[config.mk]
export PLATFORM = sky130hd
export DESIGN_NAME = axis_ramp_src_flat
export DESIGN_NICKNAME = d
export VERILOG_FILES = /design/src/rtl/axis_ramp_src_if.sv /design/src/rtl/axis_ramp_src.sv /design/src/flat_wrapper.sv
export SDC_FILE = /design/constraint.sdc
export NUM_CORES = 1
export LEC_CHECK = 0
export ABC_AREA = 1
export CORE_ASPECT_RATIO = 1.4
export CORE_MARGIN = 1.5
export CORE_UTILIZATION = 30
export DETAILED_ROUTE_END_ITERATION = 7
export DONT_BUFFER_PORTS = 1
export SETUP_SLACK_MARGIN = 0.02
export SLEW_MARGIN = 20
export SYNTH_ARGS = -nofsm -noshare
export SYNTH_HDL_FRONTEND = slang
export SYNTH_SLANG_ARGS = --single-unit
[constraint.sdc]
create_clock -name aclk -period 2.98 [get_ports aclk]
set_input_delay 0.447 -clock aclk [delete_from_list [all_inputs] [get_ports aclk]]
set_output_delay 0.447 -clock aclk [all_outputs]
set_load 0.02 [all_outputs]
[src/rtl/axis_ramp_src_if.sv]
// AXI-stream video bus carrying the ramp pattern from source to sink.
// tuser: [0] SOF, [1] EOF, [2] SOL, [3] EOL.
interface axis_ramp_src_if;
   logic        aclk_tready;
   logic        aclk_tvalid;
   logic [3:0]  aclk_tuser;
   logic        aclk_tlast;
   logic [63:0] aclk_tdata;

   modport master (input aclk_tready, output aclk_tvalid, aclk_tuser, aclk_tlast, aclk_tdata);
   modport slave  (output aclk_tready, input aclk_tvalid, aclk_tuser, aclk_tlast, aclk_tdata);
endinterface

[src/rtl/axis_ramp_src.sv]
// Test-pattern source: one start pulse emits a frame of y lines. Each line
// carries an x-pixel horizontal ramp, with LINE_GAP idle cycles between lines.
module axis_ramp_src #(
   parameter int LINE_GAP = 4
) (
   input  logic                   aclk,
   input  logic                   aclk_reset_n,
   input  logic                   aclk_start,
   input  logic [2:0]             aclk_pixel_width,
   input  logic [12:0]            aclk_x_size,
   input  logic [11:0]            aclk_y_size,
   output logic                   aclk_busy,
   axis_ramp_src_if.master        axis
);
   localparam int GW = (LINE_GAP > 1) ? $clog2(LINE_GAP) : 1;

   typedef enum logic [1:0] {IDLE, LINE, GAP} state_t;

   state_t        state_q, state_d;
   logic          pw2_q, pw2_d;
   logic [12:0]   x_q, x_d;
   logic [11:0]   y_q, y_d;
   logic [15:0]   bpl_q, bpl_d;
   logic [15:0]   beat_q, beat_d;
   logic [11:0]   line_q, line_d;
   logic [GW-1:0] gap_q, gap_d;
   logic          busy_q, busy_d;
   logic          tvalid_q, tvalid_d;
   logic [3:0]    tuser_q, tuser_d;
   logic          tlast_q, tlast_d;
   logic [63:0]   tdata_q, tdata_d;

   logic          start_ok, xfer, last_beat, last_line;
   logic          g_pw2, load;
   logic [12:0]   g_x;
   logic [11:0]   g_y;
   logic [15:0]   g_bpl, g_xbytes;
   logic [15:0]   ld_beat, pix;
   logic [11:0]   ld_line;
   logic [63:0]   gen_data;
   logic [3:0]    gen_user;
   logic          gen_first, gen_last;

   // busy_q still high in IDLE marks the post-EOF cycle where starts are ignored
   assign start_ok  = (state_q == IDLE) && !busy_q && aclk_start &&
                      (aclk_x_size != '0) && (aclk_y_size != '0) &&
                      ((aclk_pixel_width == 3'd1) || (aclk_pixel_width == 3'd2));
   assign xfer      = tvalid_q && axis.aclk_tready;
   assign last_beat = (beat_q == bpl_q - 16'd1);
   assign last_line = (line_q == y_q - 12'd1);

   // In IDLE the beat generator sees the live config so beat 0 loads on start
   assign g_pw2    = (state_q == IDLE) ? (aclk_pixel_width == 3'd2) : pw2_q;
   assign g_x      = (state_q == IDLE) ? aclk_x_size : x_q;
   assign g_y      = (state_q == IDLE) ? aclk_y_size : y_q;
   assign g_xbytes = g_pw2 ? {2'b00, g_x, 1'b0} : {3'b000, g_x};
   assign g_bpl    = (state_q == IDLE) ? ((g_xbytes + 16'd7) >> 3) : bpl_q;

   always_comb begin
      gen_data = '0;
      pix      = '0;
      if (!g_pw2) begin
         for (int j = 0; j < 8; j++) begin
            pix = {ld_beat[12:0], 3'b000} + 16'(j);
            if (pix < {3'b000, g_x}) gen_data[8*j +: 8] = pix[7:0];
         end
      end else begin
         for (int j = 0; j < 4; j++) begin
            pix = {ld_beat[13:0], 2'b00} + 16'(j);
            if (pix < {3'b000, g_x}) gen_data[16*j +: 16] = pix;
         end
      end
   end

   assign gen_first = (ld_beat == '0);
   assign gen_last  = (ld_beat == g_bpl - 16'd1);
   assign gen_user  = {gen_last  && (ld_line != g_y - 12'd1),
                       gen_first && (ld_line != '0),
                       gen_last  && (ld_line == g_y - 12'd1),
                       gen_first && (ld_line == '0)};

   always_comb begin
      state_d  = state_q;
      pw2_d    = pw2_q;
      x_d      = x_q;
      y_d      = y_q;
      bpl_d    = bpl_q;
      beat_d   = beat_q;
      line_d   = line_q;
      gap_d    = gap_q;
      busy_d   = busy_q;
      tvalid_d = tvalid_q;
      tuser_d  = tuser_q;
      tlast_d  = tlast_q;
      tdata_d  = tdata_q;
      load     = 1'b0;
      ld_beat  = beat_q + 16'd1;
      ld_line  = line_q;
      case (state_q)
         IDLE: begin
            busy_d = 1'b0;
            if (start_ok) begin
               pw2_d   = g_pw2;
               x_d     = g_x;
               y_d     = g_y;
               bpl_d   = g_bpl;
               busy_d  = 1'b1;
               load    = 1'b1;
               ld_beat = '0;
               ld_line = '0;
               state_d = LINE;
            end
         end
         LINE: begin
            if (xfer) begin
               if (!last_beat) begin
                  load = 1'b1;
               end else if (last_line) begin
                  state_d = IDLE;
               end else if (LINE_GAP == 0) begin
                  load    = 1'b1;
                  ld_beat = '0;
                  ld_line = line_q + 12'd1;
               end else begin
                  state_d = GAP;
                  gap_d   = '0;
                  line_d  = line_q + 12'd1;
               end
               if (!load) begin
                  tvalid_d = 1'b0;
                  tuser_d  = '0;
                  tlast_d  = 1'b0;
                  tdata_d  = '0;
               end
            end
         end
         GAP: begin
            if (gap_q == GW'(LINE_GAP - 1)) begin
               load    = 1'b1;
               ld_beat = '0;
               state_d = LINE;
            end else begin
               gap_d = gap_q + 1'b1;
            end
         end
         default: state_d = IDLE;
      endcase
      if (load) begin
         beat_d   = ld_beat;
         line_d   = ld_line;
         tvalid_d = 1'b1;
         tdata_d  = gen_data;
         tuser_d  = gen_user;
         tlast_d  = gen_last;
      end
   end

   always_ff @(posedge aclk or negedge aclk_reset_n) begin
      if (!aclk_reset_n) begin
         state_q  <= IDLE;
         pw2_q    <= 1'b0;
         x_q      <= '0;
         y_q      <= '0;
         bpl_q    <= '0;
         beat_q   <= '0;
         line_q   <= '0;
         gap_q    <= '0;
         busy_q   <= 1'b0;
         tvalid_q <= 1'b0;
         tuser_q  <= '0;
         tlast_q  <= 1'b0;
         tdata_q  <= '0;
      end else begin
         state_q  <= state_d;
         pw2_q    <= pw2_d;
         x_q      <= x_d;
         y_q      <= y_d;
         bpl_q    <= bpl_d;
         beat_q   <= beat_d;
         line_q   <= line_d;
         gap_q    <= gap_d;
         busy_q   <= busy_d;
         tvalid_q <= tvalid_d;
         tuser_q  <= tuser_d;
         tlast_q  <= tlast_d;
         tdata_q  <= tdata_d;
      end
   end

   assign aclk_busy        = busy_q;
   assign axis.aclk_tvalid = tvalid_q;
   assign axis.aclk_tuser  = tuser_q;
   assign axis.aclk_tlast  = tlast_q;
   assign axis.aclk_tdata  = tdata_q;
endmodule

[src/flat_wrapper.sv]
// flat-port wrapper written by rule: the top's interface ports become plain ports
module axis_ramp_src_flat 
#(
   parameter int LINE_GAP = 4
)
  (aclk, aclk_reset_n, aclk_start, aclk_pixel_width, aclk_x_size, aclk_y_size, aclk_busy, axis_aclk_tready, axis_aclk_tvalid, axis_aclk_tuser, axis_aclk_tlast, axis_aclk_tdata);
  axis_ramp_src_if axis_i ();
  input  logic aclk;
  input  logic aclk_reset_n;
  input  logic aclk_start;
  input  logic [2:0] aclk_pixel_width;
  input  logic [12:0] aclk_x_size;
  input  logic [11:0] aclk_y_size;
  output logic aclk_busy;
  input wire logic [$bits(axis_i.aclk_tready)-1:0] axis_aclk_tready;
  output wire logic [$bits(axis_i.aclk_tvalid)-1:0] axis_aclk_tvalid;
  output wire logic [$bits(axis_i.aclk_tuser)-1:0] axis_aclk_tuser;
  output wire logic [$bits(axis_i.aclk_tlast)-1:0] axis_aclk_tlast;
  output wire logic [$bits(axis_i.aclk_tdata)-1:0] axis_aclk_tdata;
  assign axis_i.aclk_tready = axis_aclk_tready;
  assign axis_aclk_tvalid = axis_i.aclk_tvalid;
  assign axis_aclk_tuser = axis_i.aclk_tuser;
  assign axis_aclk_tlast = axis_i.aclk_tlast;
  assign axis_aclk_tdata = axis_i.aclk_tdata;
  axis_ramp_src #(.LINE_GAP(LINE_GAP)) u_core (.aclk(aclk), .aclk_reset_n(aclk_reset_n), .aclk_start(aclk_start), .aclk_pixel_width(aclk_pixel_width), .aclk_x_size(aclk_x_size), .aclk_y_size(aclk_y_size), .aclk_busy(aclk_busy), .axis(axis_i));
endmodule
==> impl_metrics.csv <==
group,metric,value,unit
outcome,run_status,"complete, but fails checks",
outcome,failing_checks,"hold timing, setup timing",
worst_setup_path,cp.required,3.37,ns
cts,worstSkewPairLatency,0.45,ns
cts,cts.sinks,142,
yosys,synth_largest_area_cell,"dfrtp_1",
global_route,grtUsageTotal,22.01,%
min_path,hold_removal_path_class,"primary input to asynchronous set/reset pin",
sta,worstMarginPinSlew,0.7090,ns
die,floorplan.die.height,222.9,µm
yosys,synth_largest_type_area_fraction,34.30,%
sta,relSlewSlack,52.73,%
die,ioPinCount,103,
worst_setup_path,crit_arrival,3.67,ns
yosys,yosys_register_bits,142,
global_route,grt_pass1_vias,11560,
yosys,synth-edff-count,0,
place,routabilityCongestion,0.9526,
global_route,grt_antenna_before_repair,0,
routing,detail_route.vias_per_cell,5.092,
sta,worst_slack,-0.3000,ns
cts,cts_inserted_buffers,17,
sta,maxClockFrequency,0.3049,GHz
place,port-buffer-count,0,
sta,timing_hold_violations_final,142,
power,leakage,0.007375,µW
yosys,syn_area_per_cell,6.802,µm²
yosys,synth_common_cells,"nand2_1 (474), inv_1 (168), o21ai_0 (143), dfrtp_1 (142), nor2_1 (142)",
yosys,yosys_warnings,0,
yosys,synthFlopType,"dfrtp_1",
sta,period_needed,3.280,ns
die,coreArea,0.03403,mm²
yosys,async_reset_ff_share,100.0,%
final_layout,syn2layout_area_growth,47.25,%
cts,root_cell_of_the_clock_tree,"clkbuf_16",
worst_setup_path,timing.critical_path.from_type,"flop",
yosys,total_standard_cell_area_after_synthesis,0.01036,mm²
final_layout,layout.cell_area.non_filler,0.01525,mm²
die,die-width,160.1,µm
die,initial_core_util,30.44,%
sta,setup_viol_count_final,63,
worst_setup_path,critical_path_peak_fanout,4,
worst_setup_path,path_class,"flop to flop",
global_route,pin_count_of_the_biggest_net_entering_global_routing,143,
cts,clk_transition_reported_paths,0.07,ns
flow_run,drv_cap,0,
yosys,synth.distinct_cells,49,
yosys,synth_sequential_area_ratio,34.30,%
routing,drc,0,
place,place_area,0.01261,mm²
power,cellPowerDensity,1324,mW/mm²
sta,fin_hold_ws,-0.2957,ns
power,ir_worst_vdd,720.7,µV
sta,slew_viol_final,0,
worst_setup_path,worst_case_register_to_register_setup_slack,-0.30,ns
sta,grt_setup_unrepaired,"yes",
die,die_area,0.03567,mm²
routing,drt.antenna.violating_nets,0,
place,dp_hpwl,29.64,mm
sta,post-route-period-util,110.1,%
yosys,synth_top_cells_by_area,"dfrtp_1 (34%), nand2_1 (17%), o21ai_0 (6.9%)",
final_layout,antenna_cells,0,
routing,wl,40.17,mm
yosys,synthesized_instance_count,1523,
cts,clockBufferDepth,2,
final_layout,fraction_of_final_layout_cells_with_drive_strength_greater_than_1,36.06,%
global_route,grt_overflow,0,
place,place.detailed.instances,2168,
sta,finClkSkew,0.009962,ns
routing,drt-pass1-iter-count,6,
routing,via_count,11460,
final_layout,layout.nets,1849,
yosys,synthMostInstantiatedCell,"nand2_1",
cts,tritoncts,"done",
global_route,wire_length_of_the_first_global_routing_pass,61.20,mm
die,row_count,80,
routing,routed_wire_length_per_instance,17.85,µm
routing,detail_route.iter0.violations,683,
cts,ctsHtreeMaxLevel,4,
worst_setup_path,crit_path_end_kind,"flop",
final_layout,layoutNonFillerInstCount,2251,
-- worst paths after layout --
check                                  start                         end  cells past startpoint
max                        u_core.state_q[1]  u_core.axis.aclk_tdata[34]                     20
min                             aclk_reset_n           u_core.line_q[11]                      0
max reg2reg                u_core.state_q[1]  u_core.axis.aclk_tdata[34]                     20
min reg2reg                   u_core.x_q[10]              u_core.x_q[10]                      2
max in group asynchronous       aclk_reset_n  u_core.axis.aclk_tdata[35]                      0
min in group aclk            aclk_x_size[12]              u_core.x_q[12]                      2
-- kinds of logic after synthesis --
logic type / after synthesis / synth area share, %
other: 1 / 0.03620
adders and majority gates: 30 / 3.623
xor gates and xnor gates: 72 / 6.087
buffers and inverters: 225 / 8.913
and+or+nand+nor: 825 / 34.38
DFF: 142 / 34.30
muxes: 1 / 0.09662
AOI/OAI and AO/OA: 227 / 12.56
-- through the flow --
| step | util [%] | hold slack, ns | TNS [ns] | setup WS (ns) | power [µW] |
|---|---|---|---|---|---|
| 2_1_floorplan | - | 0.1514 | 0 | 0.02640 | 9941 |
| 3_3_place_gp | 37.04 | 0.1570 | -31.44 | -0.6829 | 14260 |
| 3_5_place_dp | 37.04 | 0.1565 | -33.28 | -0.6677 | 14410 |
| 4_1_cts | 41.04 | -0.3316 | -6.891 | -0.2444 | 17880 |
| 5_1_grt | 44.82 | -0.3148 | -19.20 | -0.4565 | 21650 |
| 6_report | 44.82 | -0.2957 | -10.00 | -0.3000 | 20200 |
-- per-layer routing --
metal / part of all wire [%] / global-route usage (%) / vias to the layer above
met2: 53 / 41.43 / 395
met4: 5.9 / 12.69 / 0
met1: 36 / 22.55 / 5468
met5: 0 / 0 / -
li1: - / - / 5454
met3: 5.3 / 4.109 / 145
-- flip-flops by register name, indices dropped and copies added, names as in the netlist --
signal                   cells
u_core.line_q               12
u_core.beat_q               16
u_core.y_q                  12
u_core.axis.aclk_tvalid      1
u_core.axis.aclk_tlast       1
u_core.bpl_q                16
u_core.axis.aclk_tuser       4
u_core.aclk_busy             1
u_core.x_q                  13
u_core.gap_q                 2
u_core.axis.aclk_tdata      61
u_core.state_q               2
u_core.pw2_q                 1
-- critical path, stage by stage, from the launching register on --
cell and delay (ns):
dfrtp_1 0.42, nor2_4 0.16, buf_6 0.12, nand2_4 0.05, nor3_4 0.21, nand3_4 0.14, nand2_4 0.11, buf_6 0.12
nor3_4 0.04, ha_1 0.32, a21o_1 0.17, a221oi_2 0.26, inv_1 0.13, nor2_2 0.18, nor2_4 0.08, nor2_4 0.13
buf_6 0.12, o21ai_4 0.09, o21ai_1 0.15, o211ai_1 0.12, nand2_1 0.10
-- final cells by class --
type | instances | area [µm²]
fillers | 3320 | 18780
clock buffers | 20 | 446.7
repair inverters | 2 | 12.51
multi-input cells | 1158 | 7342
inverters | 177 | 689.4
well taps | 451 | 564.3
repair buffers | 289 | 2496
flip-flops and latches | 142 | 3553
clock inverters | 12 | 150.1
-- where the power goes --
part	switching, µW	total, µW	internal [µW]	leakage, µW
sequential	1140	3760	2610	0.00184
combinational	8100	14200	6110	0.00525
clock	960	2240	1280	0.000292
-- timing repair --
item / CTS / global route
endpoints found under the setup margin: 64 / 83
pin swaps: 42 / 116
hold endpoints to repair: 142 / 142
resized for setup: 184 / 245
setup buffers: 16 / 35
gates cloned: 1 / 3
-- cells in the final DEF, fill, tap and decap left out, drive strengths merged, types with 3 or more instances in the layout --
master,synthesis,final
a21oi,24,24
a32oi,3,3
buf,21,288
clkbuf,27,21
clkinv,0,5
conb,1,3
dfrtp,142,142
ha,30,30
inv,177,182
nand2,501,501
nand3,107,107
nand3b,3,3
nand4,20,20
nor2,159,159
nor3,14,14
nor4,8,8
o211ai,6,6
o21a,3,3
o21ai,157,157
o221ai,19,19
o31ai,3,3
or2,10,10
xnor2,13,13
xor2,59,59
(Power assumes the default switching activity.)
